$ cat src/rtl/axi2apb_bridge_if.sv
// axi_intf: AXI3-style bus bundle between an upstream AXI master and the
// axi2apb_bridge slave port.
//   master modport : drives AW/W/AR requests, bready and rready
//   slave  modport : drives awready/wready/arready plus the B and R responses
// wid, wlast, awlock and arlock are carried for completeness; the bridge
// ignores them.
interface axi_intf #(
  parameter int ID_WIDTH   = 10,
  parameter int ADDR_WIDTH = 32,
  parameter int DATA_WIDTH = 32
);
  // write address
  logic [ID_WIDTH-1:0]     awid;
  logic [ADDR_WIDTH-1:0]   awaddr;
  logic [7:0]              awlen;
  logic [2:0]              awsize;
  logic [1:0]              awburst;
  logic                    awlock;
  logic [2:0]              awprot;
  logic                    awvalid;
  logic                    awready;
  // write data
  logic [ID_WIDTH-1:0]     wid;
  logic [DATA_WIDTH-1:0]   wdata;
  logic [DATA_WIDTH/8-1:0] wstrb;
  logic                    wlast;
  logic                    wvalid;
  logic                    wready;
  // write response
  logic [ID_WIDTH-1:0]     bid;
  logic [1:0]              bresp;
  logic                    bvalid;
  logic                    bready;
  // read address
  logic [ID_WIDTH-1:0]     arid;
  logic [ADDR_WIDTH-1:0]   araddr;
  logic [7:0]              arlen;
  logic [2:0]              arsize;
  logic [1:0]              arburst;
  logic                    arlock;
  logic [2:0]              arprot;
  logic                    arvalid;
  logic                    arready;
  // read data
  logic [ID_WIDTH-1:0]     rid;
  logic [DATA_WIDTH-1:0]   rdata;
  logic [1:0]              rresp;
  logic                    rlast;
  logic                    rvalid;
  logic                    rready;

  modport master (
    output awid, awaddr, awlen, awsize, awburst, awlock, awprot, awvalid,
    input  awready,
    output wid, wdata, wstrb, wlast, wvalid,
    input  wready,
    input  bid, bresp, bvalid,
    output bready,
    output arid, araddr, arlen, arsize, arburst, arlock, arprot, arvalid,
    input  arready,
    input  rid, rdata, rresp, rlast, rvalid,
    output rready
  );

  modport slave (
    input  awid, awaddr, awlen, awsize, awburst, awlock, awprot, awvalid,
    output awready,
    input  wid, wdata, wstrb, wlast, wvalid,
    output wready,
    output bid, bresp, bvalid,
    input  bready,
    input  arid, araddr, arlen, arsize, arburst, arlock, arprot, arvalid,
    output arready,
    output rid, rdata, rresp, rlast, rvalid,
    input  rready
  );
endinterface

$ cat src/rtl/axi2apb_bridge.sv
// axi2apb_bridge: converts AXI bursts into sequences of APB transfers, one
// AXI transaction outstanding at a time.
// Ports:
//   clk, rstn      - single clock, asynchronous active-low reset
//   s_axi          - AXI slave port (axi_intf.slave)
//   psel, penable, pwrite, paddr, pwdata, pstrb, pprot - APB requester outputs
//   prdata, pready, pslverr                            - APB completer inputs
// Optional feature: define AXI2APB_TIMEOUT_EN to end an APB access that has
// waited 256 ACCESS cycles without pready, reporting SLVERR with zero data.
module axi2apb_bridge #(
  parameter int ID_WIDTH   = 10,
  parameter int ADDR_WIDTH = 32,
  parameter int DATA_WIDTH = 32
) (
  input  logic                    clk,
  input  logic                    rstn,
  axi_intf.slave                  s_axi,
  output logic                    psel,
  output logic                    penable,
  output logic                    pwrite,
  output logic [ADDR_WIDTH-1:0]   paddr,
  output logic [DATA_WIDTH-1:0]   pwdata,
  output logic [DATA_WIDTH/8-1:0] pstrb,
  output logic [2:0]              pprot,
  input  logic [DATA_WIDTH-1:0]   prdata,
  input  logic                    pready,
  input  logic                    pslverr
);

  localparam int STRB_W = DATA_WIDTH / 8;

  typedef enum logic [2:0] {
    IDLE   = 3'd0,
    WDATA  = 3'd1,
    SETUP  = 3'd2,
    ACCESS = 3'd3,
    RDATA  = 3'd4,
    BRESP  = 3'd5
  } state_t;

  state_t                  state_q, state_d;
  logic                    last_rd_q;   // previous grant went to the read channel
  logic [ID_WIDTH-1:0]     id_q;
  logic [ADDR_WIDTH-1:0]   addr_q;
  logic [7:0]              len_q;
  logic [7:0]              cnt_q;       // beats already completed
  logic [2:0]              size_q;
  logic [1:0]              burst_q;
  logic [2:0]              prot_q;
  logic                    write_q;
  logic [DATA_WIDTH-1:0]   wdata_q;
  logic [STRB_W-1:0]       wstrb_q;
  logic                    err_q;       // sticky slave error over a write burst
  logic [DATA_WIDTH-1:0]   rdata_q;
  logic [1:0]              rresp_q;

  logic grant_rd, grant_wr;
  logic aw_hs, ar_hs, w_acc, r_out, b_out, sel_c, en_c;
  logic last_beat, beat_done, beat_err;
  logic [DATA_WIDTH-1:0] beat_rdata;

  // wid, wlast and the lock bits carry no meaning for this bridge.
  logic unused_axi;
  assign unused_axi = ^{s_axi.wid, s_axi.wlast, s_axi.awlock, s_axi.arlock};

  function automatic logic [ADDR_WIDTH-1:0] next_addr(
    input logic [ADDR_WIDTH-1:0] a,
    input logic [1:0]            burst,
    input logic [2:0]            size
  );
    if (burst == 2'b00) return a;               // FIXED
    return a + (ADDR_WIDTH'(1) << size);        // INCR / WRAP, wraps mod 2^N
  endfunction

  // Round robin: read wins a tie unless the read channel won last time.
  assign grant_rd  = s_axi.arvalid && (!s_axi.awvalid || !last_rd_q);
  assign grant_wr  = s_axi.awvalid && !grant_rd;
  assign last_beat = (cnt_q == len_q);

`ifdef AXI2APB_TIMEOUT_EN
  logic [7:0] to_cnt_q;
  logic       to_expired;

  // to_cnt_q counts ACCESS cycles without pready; the 256th one expires.
  assign to_expired = (state_q == ACCESS) && !pready && (to_cnt_q == 8'hFF);

  always_ff @(posedge clk or negedge rstn) begin
    if (!rstn)                              to_cnt_q <= '0;
    else if (state_q == ACCESS && !pready)  to_cnt_q <= to_cnt_q + 8'd1;
    else                                    to_cnt_q <= '0;
  end

  assign beat_done = pready || to_expired;
`else
  assign beat_done = pready;
`endif

  // Only consulted when beat_done; without pready it can only be a timeout.
  assign beat_err   = pslverr || !pready;
  assign beat_rdata = pready ? prdata : '0;

  always_ff @(posedge clk or negedge rstn) begin
    if (!rstn) state_q <= IDLE;
    else       state_q <= state_d;
  end

  always_comb begin
    state_d = state_q;
    aw_hs   = 1'b0;
    ar_hs   = 1'b0;
    w_acc   = 1'b0;
    r_out   = 1'b0;
    b_out   = 1'b0;
    sel_c   = 1'b0;
    en_c    = 1'b0;
    case (state_q)
      IDLE: begin
        // rstn gate keeps the readys low while reset is held
        if (rstn && grant_rd) begin
          ar_hs   = 1'b1;
          state_d = SETUP;
        end else if (rstn && grant_wr) begin
          aw_hs   = 1'b1;
          state_d = WDATA;
        end
      end
      WDATA: begin
        w_acc = 1'b1;
        if (s_axi.wvalid) state_d = SETUP;
      end
      SETUP: begin
        sel_c   = 1'b1;
        state_d = ACCESS;
      end
      ACCESS: begin
        sel_c = 1'b1;
        en_c  = 1'b1;
        if (beat_done) begin
          if (!write_q)       state_d = RDATA;
          else if (last_beat) state_d = BRESP;
          else                state_d = WDATA;
        end
      end
      RDATA: begin
        r_out = 1'b1;
        if (s_axi.rready) state_d = last_beat ? IDLE : SETUP;
      end
      BRESP: begin
        b_out = 1'b1;
        if (s_axi.bready) state_d = IDLE;
      end
      default: state_d = IDLE;
    endcase
  end

  always_ff @(posedge clk or negedge rstn) begin
    if (!rstn) begin
      last_rd_q <= 1'b0;
      id_q      <= '0;
      addr_q    <= '0;
      len_q     <= '0;
      cnt_q     <= '0;
      size_q    <= '0;
      burst_q   <= '0;
      prot_q    <= '0;
      write_q   <= 1'b0;
      wdata_q   <= '0;
      wstrb_q   <= '0;
      err_q     <= 1'b0;
      rdata_q   <= '0;
      rresp_q   <= '0;
    end else begin
      if (ar_hs) begin
        last_rd_q <= 1'b1;
        id_q      <= s_axi.arid;
        addr_q    <= s_axi.araddr;
        len_q     <= s_axi.arlen;
        size_q    <= s_axi.arsize;
        burst_q   <= s_axi.arburst;
        prot_q    <= s_axi.arprot;
        write_q   <= 1'b0;
        cnt_q     <= '0;
      end
      if (aw_hs) begin
        last_rd_q <= 1'b0;
        id_q      <= s_axi.awid;
        addr_q    <= s_axi.awaddr;
        len_q     <= s_axi.awlen;
        size_q    <= s_axi.awsize;
        burst_q   <= s_axi.awburst;
        prot_q    <= s_axi.awprot;
        write_q   <= 1'b1;
        cnt_q     <= '0;
        err_q     <= 1'b0;
      end
      if (w_acc && s_axi.wvalid) begin
        wdata_q <= s_axi.wdata;
        wstrb_q <= s_axi.wstrb;
      end
      if (en_c && beat_done) begin
        if (write_q) begin
          err_q <= err_q | beat_err;
          if (!last_beat) begin
            cnt_q  <= cnt_q + 8'd1;
            addr_q <= next_addr(addr_q, burst_q, size_q);
          end
        end else begin
          rdata_q <= beat_rdata;
          rresp_q <= beat_err ? 2'b10 : 2'b00;
        end
      end
      if (r_out && s_axi.rready && !last_beat) begin
        cnt_q  <= cnt_q + 8'd1;
        addr_q <= next_addr(addr_q, burst_q, size_q);
      end
    end
  end

  assign s_axi.awready = aw_hs;
  assign s_axi.arready = ar_hs;
  assign s_axi.wready  = w_acc;
  assign s_axi.rvalid  = r_out;
  assign s_axi.rlast   = r_out && last_beat;
  assign s_axi.rid     = id_q;
  assign s_axi.rdata   = rdata_q;
  assign s_axi.rresp   = rresp_q;
  assign s_axi.bvalid  = b_out;
  assign s_axi.bid     = id_q;
  assign s_axi.bresp   = err_q ? 2'b10 : 2'b00;

  assign psel    = sel_c;
  assign penable = en_c;
  assign pwrite  = write_q;
  assign paddr   = addr_q;
  assign pwdata  = wdata_q;
  assign pstrb   = write_q ? wstrb_q : '0;
  assign pprot   = prot_q;

endmodule
$ cat src/flat_wrapper.sv
// flat-port wrapper written by rule: the top's interface ports become plain ports
module axi2apb_bridge_flat 
#(
  parameter int ID_WIDTH   = 10,
  parameter int ADDR_WIDTH = 32,
  parameter int DATA_WIDTH = 32
)
  (clk, rstn, psel, penable, pwrite, paddr, pwdata, pstrb, pprot, prdata, pready, pslverr, s_axi_awid, s_axi_awaddr, s_axi_awlen, s_axi_awsize, s_axi_awburst, s_axi_awlock, s_axi_awprot, s_axi_awvalid, s_axi_awready, s_axi_wid, s_axi_wdata, s_axi_wstrb, s_axi_wlast, s_axi_wvalid, s_axi_wready, s_axi_bid, s_axi_bresp, s_axi_bvalid, s_axi_bready, s_axi_arid, s_axi_araddr, s_axi_arlen, s_axi_arsize, s_axi_arburst, s_axi_arlock, s_axi_arprot, s_axi_arvalid, s_axi_arready, s_axi_rid, s_axi_rdata, s_axi_rresp, s_axi_rlast, s_axi_rvalid, s_axi_rready);
  axi_intf #(.ID_WIDTH(ID_WIDTH), .ADDR_WIDTH(ADDR_WIDTH), .DATA_WIDTH(DATA_WIDTH)) s_axi_i ();
  input  logic clk;
  input  logic rstn;
  output logic psel;
  output logic penable;
  output logic pwrite;
  output logic [ADDR_WIDTH-1:0] paddr;
  output logic [DATA_WIDTH-1:0] pwdata;
  output logic [DATA_WIDTH/8-1:0] pstrb;
  output logic [2:0] pprot;
  input  logic [DATA_WIDTH-1:0] prdata;
  input  logic pready;
  input  logic pslverr;
  input wire logic [$bits(s_axi_i.awid)-1:0] s_axi_awid;
  input wire logic [$bits(s_axi_i.awaddr)-1:0] s_axi_awaddr;
  input wire logic [$bits(s_axi_i.awlen)-1:0] s_axi_awlen;
  input wire logic [$bits(s_axi_i.awsize)-1:0] s_axi_awsize;
  input wire logic [$bits(s_axi_i.awburst)-1:0] s_axi_awburst;
  input wire logic [$bits(s_axi_i.awlock)-1:0] s_axi_awlock;
  input wire logic [$bits(s_axi_i.awprot)-1:0] s_axi_awprot;
  input wire logic [$bits(s_axi_i.awvalid)-1:0] s_axi_awvalid;
  output wire logic [$bits(s_axi_i.awready)-1:0] s_axi_awready;
  input wire logic [$bits(s_axi_i.wid)-1:0] s_axi_wid;
  input wire logic [$bits(s_axi_i.wdata)-1:0] s_axi_wdata;
  input wire logic [$bits(s_axi_i.wstrb)-1:0] s_axi_wstrb;
  input wire logic [$bits(s_axi_i.wlast)-1:0] s_axi_wlast;
  input wire logic [$bits(s_axi_i.wvalid)-1:0] s_axi_wvalid;
  output wire logic [$bits(s_axi_i.wready)-1:0] s_axi_wready;
  output wire logic [$bits(s_axi_i.bid)-1:0] s_axi_bid;
  output wire logic [$bits(s_axi_i.bresp)-1:0] s_axi_bresp;
  output wire logic [$bits(s_axi_i.bvalid)-1:0] s_axi_bvalid;
  input wire logic [$bits(s_axi_i.bready)-1:0] s_axi_bready;
  input wire logic [$bits(s_axi_i.arid)-1:0] s_axi_arid;
  input wire logic [$bits(s_axi_i.araddr)-1:0] s_axi_araddr;
  input wire logic [$bits(s_axi_i.arlen)-1:0] s_axi_arlen;
  input wire logic [$bits(s_axi_i.arsize)-1:0] s_axi_arsize;
  input wire logic [$bits(s_axi_i.arburst)-1:0] s_axi_arburst;
  input wire logic [$bits(s_axi_i.arlock)-1:0] s_axi_arlock;
  input wire logic [$bits(s_axi_i.arprot)-1:0] s_axi_arprot;
  input wire logic [$bits(s_axi_i.arvalid)-1:0] s_axi_arvalid;
  output wire logic [$bits(s_axi_i.arready)-1:0] s_axi_arready;
  output wire logic [$bits(s_axi_i.rid)-1:0] s_axi_rid;
  output wire logic [$bits(s_axi_i.rdata)-1:0] s_axi_rdata;
  output wire logic [$bits(s_axi_i.rresp)-1:0] s_axi_rresp;
  output wire logic [$bits(s_axi_i.rlast)-1:0] s_axi_rlast;
  output wire logic [$bits(s_axi_i.rvalid)-1:0] s_axi_rvalid;
  input wire logic [$bits(s_axi_i.rready)-1:0] s_axi_rready;
  assign s_axi_i.awid = s_axi_awid;
  assign s_axi_i.awaddr = s_axi_awaddr;
  assign s_axi_i.awlen = s_axi_awlen;
  assign s_axi_i.awsize = s_axi_awsize;
  assign s_axi_i.awburst = s_axi_awburst;
  assign s_axi_i.awlock = s_axi_awlock;
  assign s_axi_i.awprot = s_axi_awprot;
  assign s_axi_i.awvalid = s_axi_awvalid;
  assign s_axi_awready = s_axi_i.awready;
  assign s_axi_i.wid = s_axi_wid;
  assign s_axi_i.wdata = s_axi_wdata;
  assign s_axi_i.wstrb = s_axi_wstrb;
  assign s_axi_i.wlast = s_axi_wlast;
  assign s_axi_i.wvalid = s_axi_wvalid;
  assign s_axi_wready = s_axi_i.wready;
  assign s_axi_bid = s_axi_i.bid;
  assign s_axi_bresp = s_axi_i.bresp;
  assign s_axi_bvalid = s_axi_i.bvalid;
  assign s_axi_i.bready = s_axi_bready;
  assign s_axi_i.arid = s_axi_arid;
  assign s_axi_i.araddr = s_axi_araddr;
  assign s_axi_i.arlen = s_axi_arlen;
  assign s_axi_i.arsize = s_axi_arsize;
  assign s_axi_i.arburst = s_axi_arburst;
  assign s_axi_i.arlock = s_axi_arlock;
  assign s_axi_i.arprot = s_axi_arprot;
  assign s_axi_i.arvalid = s_axi_arvalid;
  assign s_axi_arready = s_axi_i.arready;
  assign s_axi_rid = s_axi_i.rid;
  assign s_axi_rdata = s_axi_i.rdata;
  assign s_axi_rresp = s_axi_i.rresp;
  assign s_axi_rlast = s_axi_i.rlast;
  assign s_axi_rvalid = s_axi_i.rvalid;
  assign s_axi_i.rready = s_axi_rready;
  axi2apb_bridge #(.ID_WIDTH(ID_WIDTH), .ADDR_WIDTH(ADDR_WIDTH), .DATA_WIDTH(DATA_WIDTH)) u_core (.clk(clk), .rstn(rstn), .s_axi(s_axi_i), .psel(psel), .penable(penable), .pwrite(pwrite), .paddr(paddr), .pwdata(pwdata), .pstrb(pstrb), .pprot(pprot), .prdata(prdata), .pready(pready), .pslverr(pslverr));
endmodule
$ cat config.mk
export PLATFORM = sky130hd
export DESIGN_NAME = axi2apb_bridge_flat
export DESIGN_NICKNAME = d
export VERILOG_FILES = /design/src/rtl/axi2apb_bridge_if.sv /design/src/rtl/axi2apb_bridge.sv /design/src/flat_wrapper.sv
export SDC_FILE = /design/constraint.sdc
export NUM_CORES = 1
export LEC_CHECK = 0
export ABC_CLOCK_PERIOD_IN_PS = 3100
export BUFFER_PORTS_ARGS = -buffer_cell sky130_fd_sc_hd__clkbuf_2
export CORE_MARGIN = 5
export CORE_UTILIZATION = 45
export DETAILED_ROUTE_END_ITERATION = 7
export HOLD_SLACK_MARGIN = 0.08
export PLACE_DENSITY = 0.74
export SLEW_MARGIN = 15
export SYNTH_ARGS = -nofsm -noshare
export SYNTH_HDL_FRONTEND = slang
export SYNTH_SLANG_ARGS = --single-unit
$ cat constraint.sdc
create_clock -name clk -period 3.1 [get_ports clk]
set_input_delay 0.31 -clock clk [delete_from_list [all_inputs] [get_ports clk]]
set_output_delay 0.31 -clock clk [all_outputs]
set_load 0.01 [all_outputs]
* After elaboration in Yosys (flattened, before gate mapping) *
Cells that the tools add are included.

storage, ports and cells
  latch bits = 0
  word-level logic and storage cells = 114
  RAM bits = 0
  output and inout port bits = 136
  memories kept = 0
  bits in registers = 142
  bits in read-only memories = 0

operators by class
  divide/modulo/power cells = 0
  equality and inequality tests = 11
  order comparisons = 0
  add/subtract/negate cells = 2
  shift operators = 1
  multiply operators = 0
  multiplexer cells = 61
  reductions and logical operators = 22
  bitwise logic cells = 2

operator list
  cell                                                                     number
  32-bit two-way mux                                                       10
  8-bit two-way mux                                                        8
  3-bit two-way mux                                                        12
  32-bit adder                                                             1
  1-bit by 3-bit << shifter with 32-bit output, first input constant       1
  1-bit two-way mux                                                        22
  10-bit two-way mux                                                       2
  3-bit case mux with 6 select lines                                       1
  2-bit two-way mux                                                        5
  1-bit logical AND                                                        9
  8-bit by 1-bit adder with 8-bit output, second input constant            1
  8-bit equality test                                                      1
  2-bit inequality test, second input constant                             4
  3-bit by 2-bit equality test with 1-bit output, second input constant    2
  3-bit equality test, second input constant                               2
  1-bit logical NOT                                                        5
  5-bit AND reduction                                                      1
  4-bit two-way mux                                                        1
  3-bit by 1-bit equality test with 1-bit output, second input constant    1
  3-bit logical NOT                                                        1
  3-bit by 1-bit inequality test with 1-bit output, second input constant  1
  2-bit logical NOT                                                        1
  1-bit logical OR                                                         2
  2-bit AND reduction                                                      1
  4 further kinds                                                          4

* Longest topological paths before layout *
  depth after elaboration = 14
  gate-level depth with buffers = 10
  mapped depth without buffers = 8

* Worst setup path before layout *
Ideal clock, no wire load.

  kind = reg-to-reg
  start point = reg u_core.size_q[0]
  end point = reg u_core.addr_q[26] (netlist: u_core.paddr[26])
  cell stages (with the launch flop) = 10
  data required time = 2.980 ns
  setup slack = 0.489 ns
  data arrival time = 2.490 ns
  library setup time = 0.120 ns
  period minus slack after synthesis = 2.611 ns
  cells stage by stage = dfrtp_1 -> clkbuf_1 -> nor3_1 -> ha_1 -> fa_1 -> a211o_1 -> a211oi_4 -> nor3_1 -> a31o_2 -> o211a_1

between the ends
  cells in the longest elaborated chain, start to end = 7
  elaborated cells on any way between the ends = 8

RTL lines
  element                                         RTL line               text
  start, declared                                 axi2apb_bridge.sv:47   logic [2:0] size_q;
  start signal, assigned                          axi2apb_bridge.sv:178  size_q <= s_axi.arsize;
  start signal, assigned                          axi2apb_bridge.sv:189  size_q <= s_axi.awsize;
  1-bit by 3-bit << shifter with 32-bit output *  axi2apb_bridge.sv:72   return a + (ADDR_WIDTH'(1) << size);
  32-bit adder *                                  axi2apb_bridge.sv:72
  32-bit two-way mux                              axi2apb_bridge.sv:72
  32-bit two-way mux                              axi2apb_bridge.sv:203  if (!last_beat) begin
  32-bit two-way mux                              axi2apb_bridge.sv:201  if (write_q) begin
  32-bit two-way mux                              axi2apb_bridge.sv:200  if (en_c && beat_done) begin
  32-bit two-way mux *                            axi2apb_bridge.sv:212  if (r_out && s_axi.rready && !last_beat) begin
  end signal, assigned                            axi2apb_bridge.sv:187  addr_q <= s_axi.awaddr;
  end signal, assigned                            axi2apb_bridge.sv:205  addr_q <= next_addr(addr_q, burst_q, size_q);
  end signal, assigned                            axi2apb_bridge.sv:214  addr_q <= next_addr(addr_q, burst_q, size_q);
  end, declared                                   axi2apb_bridge.sv:44   logic [ADDR_WIDTH-1:0] addr_q;

Mark *: on every way between the ends. The rest lies on a longest branch, timed or not.
A chain may end at the register's enable or synchronous reset.

* Final worst setup path *
  start point = reg u_core.size_q[2]
  end point = reg u_core.addr_q[16] (netlist: u_core.paddr[16])

Same word-level chain as after synthesis.

==> qor.csv <==
stage;metric;value;unit
status;status;finished clean;
power;Pwr Total;10300;uW
synthesis;post-synthesis cell area;7600;um^2
clock_network;Max clock buf depth;2;
clock_network;clk sinks;141;
floorplanning;die area;19600;um^2
placed_design;Area after DPL;9320;um^2
power;Leak Pwr;0.00470;uW
drt;routed wl met2;12.1;mm
floorplanning;Die Wd;140;um
hold_path;hold path startpoint;s_axi_wstrb[2];
placed_design;hpwl dp;18.1;mm
power;VDD IR max;0.562;mV
power;power per cell area;1040;nW/um^2
worst_setup_path;FF-to-FF path depth;8;
placed_design;Cells after DPL;1208;
clock_network;Clock H-tree levels;4;
global_route;initial antenna violation count;0;
sta;Setup violations, final;0;
cells_and_area;fillers;1410;
clock_network;post-cts hold buffer count;1;
sta;final period utilization;0.920;
worst_setup_path;reg2reg setup slack;0.25;ns
worst_setup_path;worst r2r dst;u_core.paddr[16];
drt;vias;6941;
floorplanning;Cell Rows;47;
synthesis;syn avg cell area;10.7;um^2
synthesis;post-synth cell types;75;
hold_path;Hold Path Depth;2;
synthesis;Syn. warnings;0;
synthesis;Yosys reg bits;141;
sta;Relative slew margins;0.408;
drt;Routed WL;24.0;mm
worst_setup_path;CP startpoint kind;flop;
sta;setup TNS;0;ns
sta;fin crit period;2.85;ns
drt;detailed-route wire length per cell;19.4;um
worst_setup_path;CP required;3.40;ns
clock_network;CTS tree;built;
worst_setup_path;Setup CP Type;reg2reg;
placed_design;pre-CTS setup slack;0.301;ns
flow_run;max_cap viols;0;
floorplanning;Initial Utilization;0.458;
clock_network;post_cts resized;0;
drt;DRT antenna net count;0;
sta;Worst-Margin Slew;0.882;ns
hold_path;WHS Endpoint;u_core.wstrb_q[2];
cells_and_area;final cell count without fillers;1241;
drt;vias per cell;5.59;
global_route;first-pass GRT wire length;38.2;mm
drt;DRT iter0 DRCs;480;
floorplanning;core area;16600;um^2
cells_and_area;cell area after layout;9900;um^2
synthesis;Synth Flop Type;dfrtp_1;
sta;Slew Viols, Final;0;
drt;Detail Route met3 WL;2.30;mm
cells_and_area;Layout area overhead;30.4;%
worst_setup_path;WP data arrival;3.15;ns
synthesis;EDFF count, synth;0;
global_route;All-Layer GR Usage;0.243;
drt;Highest Signal Layer;met4;
global_route;largest net degree at the start of global routing;113;
clock_network;Root Buffer;clkbuf_16;
sta;Final Skew;0.0106;ns
worst_setup_path;CP Capture Type;flop;
clock_network;worst-skew pair later-pin latency;0.42;ns
hold_path;Hold Path Class;in2reg;
drt;drt first pass iters;6;
clock_network;clock-pin slew of the registers on the worst-case setup and hold paths;0.07;ns
sta;final setup margin;0.249;ns
global_route;global route overflow;0;
cells_and_area;Nets;1224;
clock_network;Setup Fix Bufs, Post-CTS;0;
clock_network;CTS Buf Count;17;
placed_design;RD Place Congestion;0.880;
worst_setup_path;Max FO, Critical Path;9;
sta;Hold Fails Final Rpt;0;
placed_design;Buffers on Ports;326;
drt;Metal-1 WL;9.20;mm
global_route;vias in the first global route;7037;
worst_setup_path;reg-to-reg critical path startpoint;u_core.size_q[2];
cells_and_area;Antenna Cells;0;
sta;FMAX;351;MHz
sta;unrepaired setup endpoints after global routing;no;
synthesis;Mapped Cells;710;
floorplanning;Die H;140;um
cells_and_area;share of cells above drive strength 1;0.452;
synthesis;Async SR Flop Fraction;1.00;
synthesis;post-synthesis sequential area ratio;0.464;
floorplanning;Top Ports;342;
drt;Remaining DRCs;0;
-- cell families (layout without fill, tap and decap cells) --
group,after synthesis,in the layout,synth area share
AO/OA/AOI/OAI,193,193,0.191
AND/OR/NAND/NOR,183,183,0.126
flip-flops,141,141,0.464
multiplexers,81,81,0.120
buffers and inverters,80,390,0.0562
XOR/XNOR,21,21,0.0242
adder cells (fa/ha/maj),10,10,0.0175
other,1,2,0.000494
-- how the worst max path moves through the flow --
stage | start | to | slack [ns] | depth (start not counted)
2_1_floorplan | u_core.size_q[0] | u_core.paddr[26] | 0.49 | 9
3_3_place_gp | u_core.size_q[0] | u_core.paddr[26] | 0.37 | 8
3_5_place_dp | u_core.size_q[0] | u_core.paddr[16] | 0.30 | 8
4_1_cts | u_core.size_q[0] | u_core.paddr[16] | 0.28 | 8
5_1_grt | u_core.size_q[2] | u_core.paddr[8] | 0.14 | 8
6_report | u_core.size_q[2] | u_core.paddr[16] | 0.25 | 8
-- cell usage in the layout (no fill, tap or decap), types with 5 or more instances in the layout --
master and count:
nand4_1 9, a32o_1 6, and3_1 18, o21ai_0 12, nor2_1 47, a211o_1 5
nor3_1 13, o221a_1 7, nand3_1 22, and4_1 5, inv_1 18, clkinv_4 5
nand2_1 32, dfrtp_1 141, xnor2_1 17, a21oi_1 44, clkbuf_16 17, buf_4 9
ha_1 9, and2_1 10, clkbuf_2 325, mux2i_1 9, a211oi_1 6, mux2_2 71
a311oi_1 5, nor4_1 7, o22ai_1 51, o211a_1 7
-- Yosys cell counts (all sizes together), types with 3 or more instances --
library cell / instances / share of area
o22ai: 51 / 0.042
a21o: 5 / 0.0051
and2: 10 / 0.0082
nor2: 48 / 0.025
mux2i: 10 / 0.015
inv: 18 / 0.0089
buf: 46 / 0.039
nor3b: 4 / 0.0040
o211a: 7 / 0.0092
a311oi: 5 / 0.0058
clkbuf: 16 / 0.0079
nand3: 23 / 0.016
a221oi: 3 / 0.0035
dfrtp: 141 / 0.46
or2: 3 / 0.0025
o211ai: 3 / 0.0043
mux2: 71 / 0.11
nor4: 7 / 0.0058
and3: 18 / 0.015
a21oi: 45 / 0.031
xnor2: 17 / 0.020
ha: 9 / 0.015
a211o: 5 / 0.0058
and4: 5 / 0.0058
or3: 3 / 0.0031
a2111oi: 6 / 0.0079
nand4: 10 / 0.0091
xor2: 4 / 0.0046
nor3: 14 / 0.0099
o22a: 4 / 0.0046
a211oi: 9 / 0.014
o21ai: 13 / 0.0086
o41ai: 3 / 0.0035
o221a: 9 / 0.013
nand2: 32 / 0.016
a32o: 7 / 0.0094
-- where the power goes --
| group | internal, uW | switching [uW] | total [uW] |
|---|---|---|---|
| clock | 1140 | 848 | 1990 |
| combinational | 2150 | 2640 | 4800 |
| sequential | 2720 | 772 | 3490 |
| total | 6020 | 4260 | 10300 |
-- metrics by stage --
| stage | hold WS [ns] | util |
|---|---|---|
| after floorplan | 0.0144 | - |
| after global placement | 0.237 | 0.562 |
| after detailed placement | 0.233 | 0.562 |
| after CTS | 0.0946 | 0.597 |
| after global routing | 0.0998 | 0.597 |
| final | 0.117 | 0.597 |
-- sequential cells by signal (all words and copies together), names as in the netlist --
register / cells
u_core.last_rd_q: 1
u_core.pprot: 3
u_core.paddr: 32
u_core.size_q: 3
u_core.s_axi.bid: 10
u_core.cnt_q: 8
u_core.burst_q: 2
u_core.pwrite: 1
u_core.pwdata: 32
u_core.state_q: 3
u_core.len_q: 8
u_core.s_axi.rdata: 32
u_core.wstrb_q: 4
u_core.s_axi.rresp: 1
u_core.err_q: 1
-- layer usage --
metal	vias to the layer above	global-route usage
met2	276	0.414
met4	0	0.0683
li1	3266	-
met5	-	0
met1	3365	0.288
met3	34	0.0951
-- worst max-delay path, stage by stage, from the launching register on --
cell      delay [ns]
dfrtp_1         0.47
nor3_1          0.08
ha_1            0.23
fa_1            0.44
a211o_1         0.36
a211oi_4        0.47
nor3_1          0.21
a211o_1         0.33
and3_1          0.14
-- area by class of cell --
type / instances / area (um^2) / area share
timing repair buffer: 340 / 1800 / 0.181
inverter: 18 / 67.6 / 0.00682
clock inverter: 13 / 134 / 0.0135
multi-input combinational: 490 / 3660 / 0.370
sequential: 141 / 3530 / 0.356
tap: 220 / 275 / 0.0278
clock buffer: 19 / 443 / 0.0447
(Power assumes the default switching activity.)
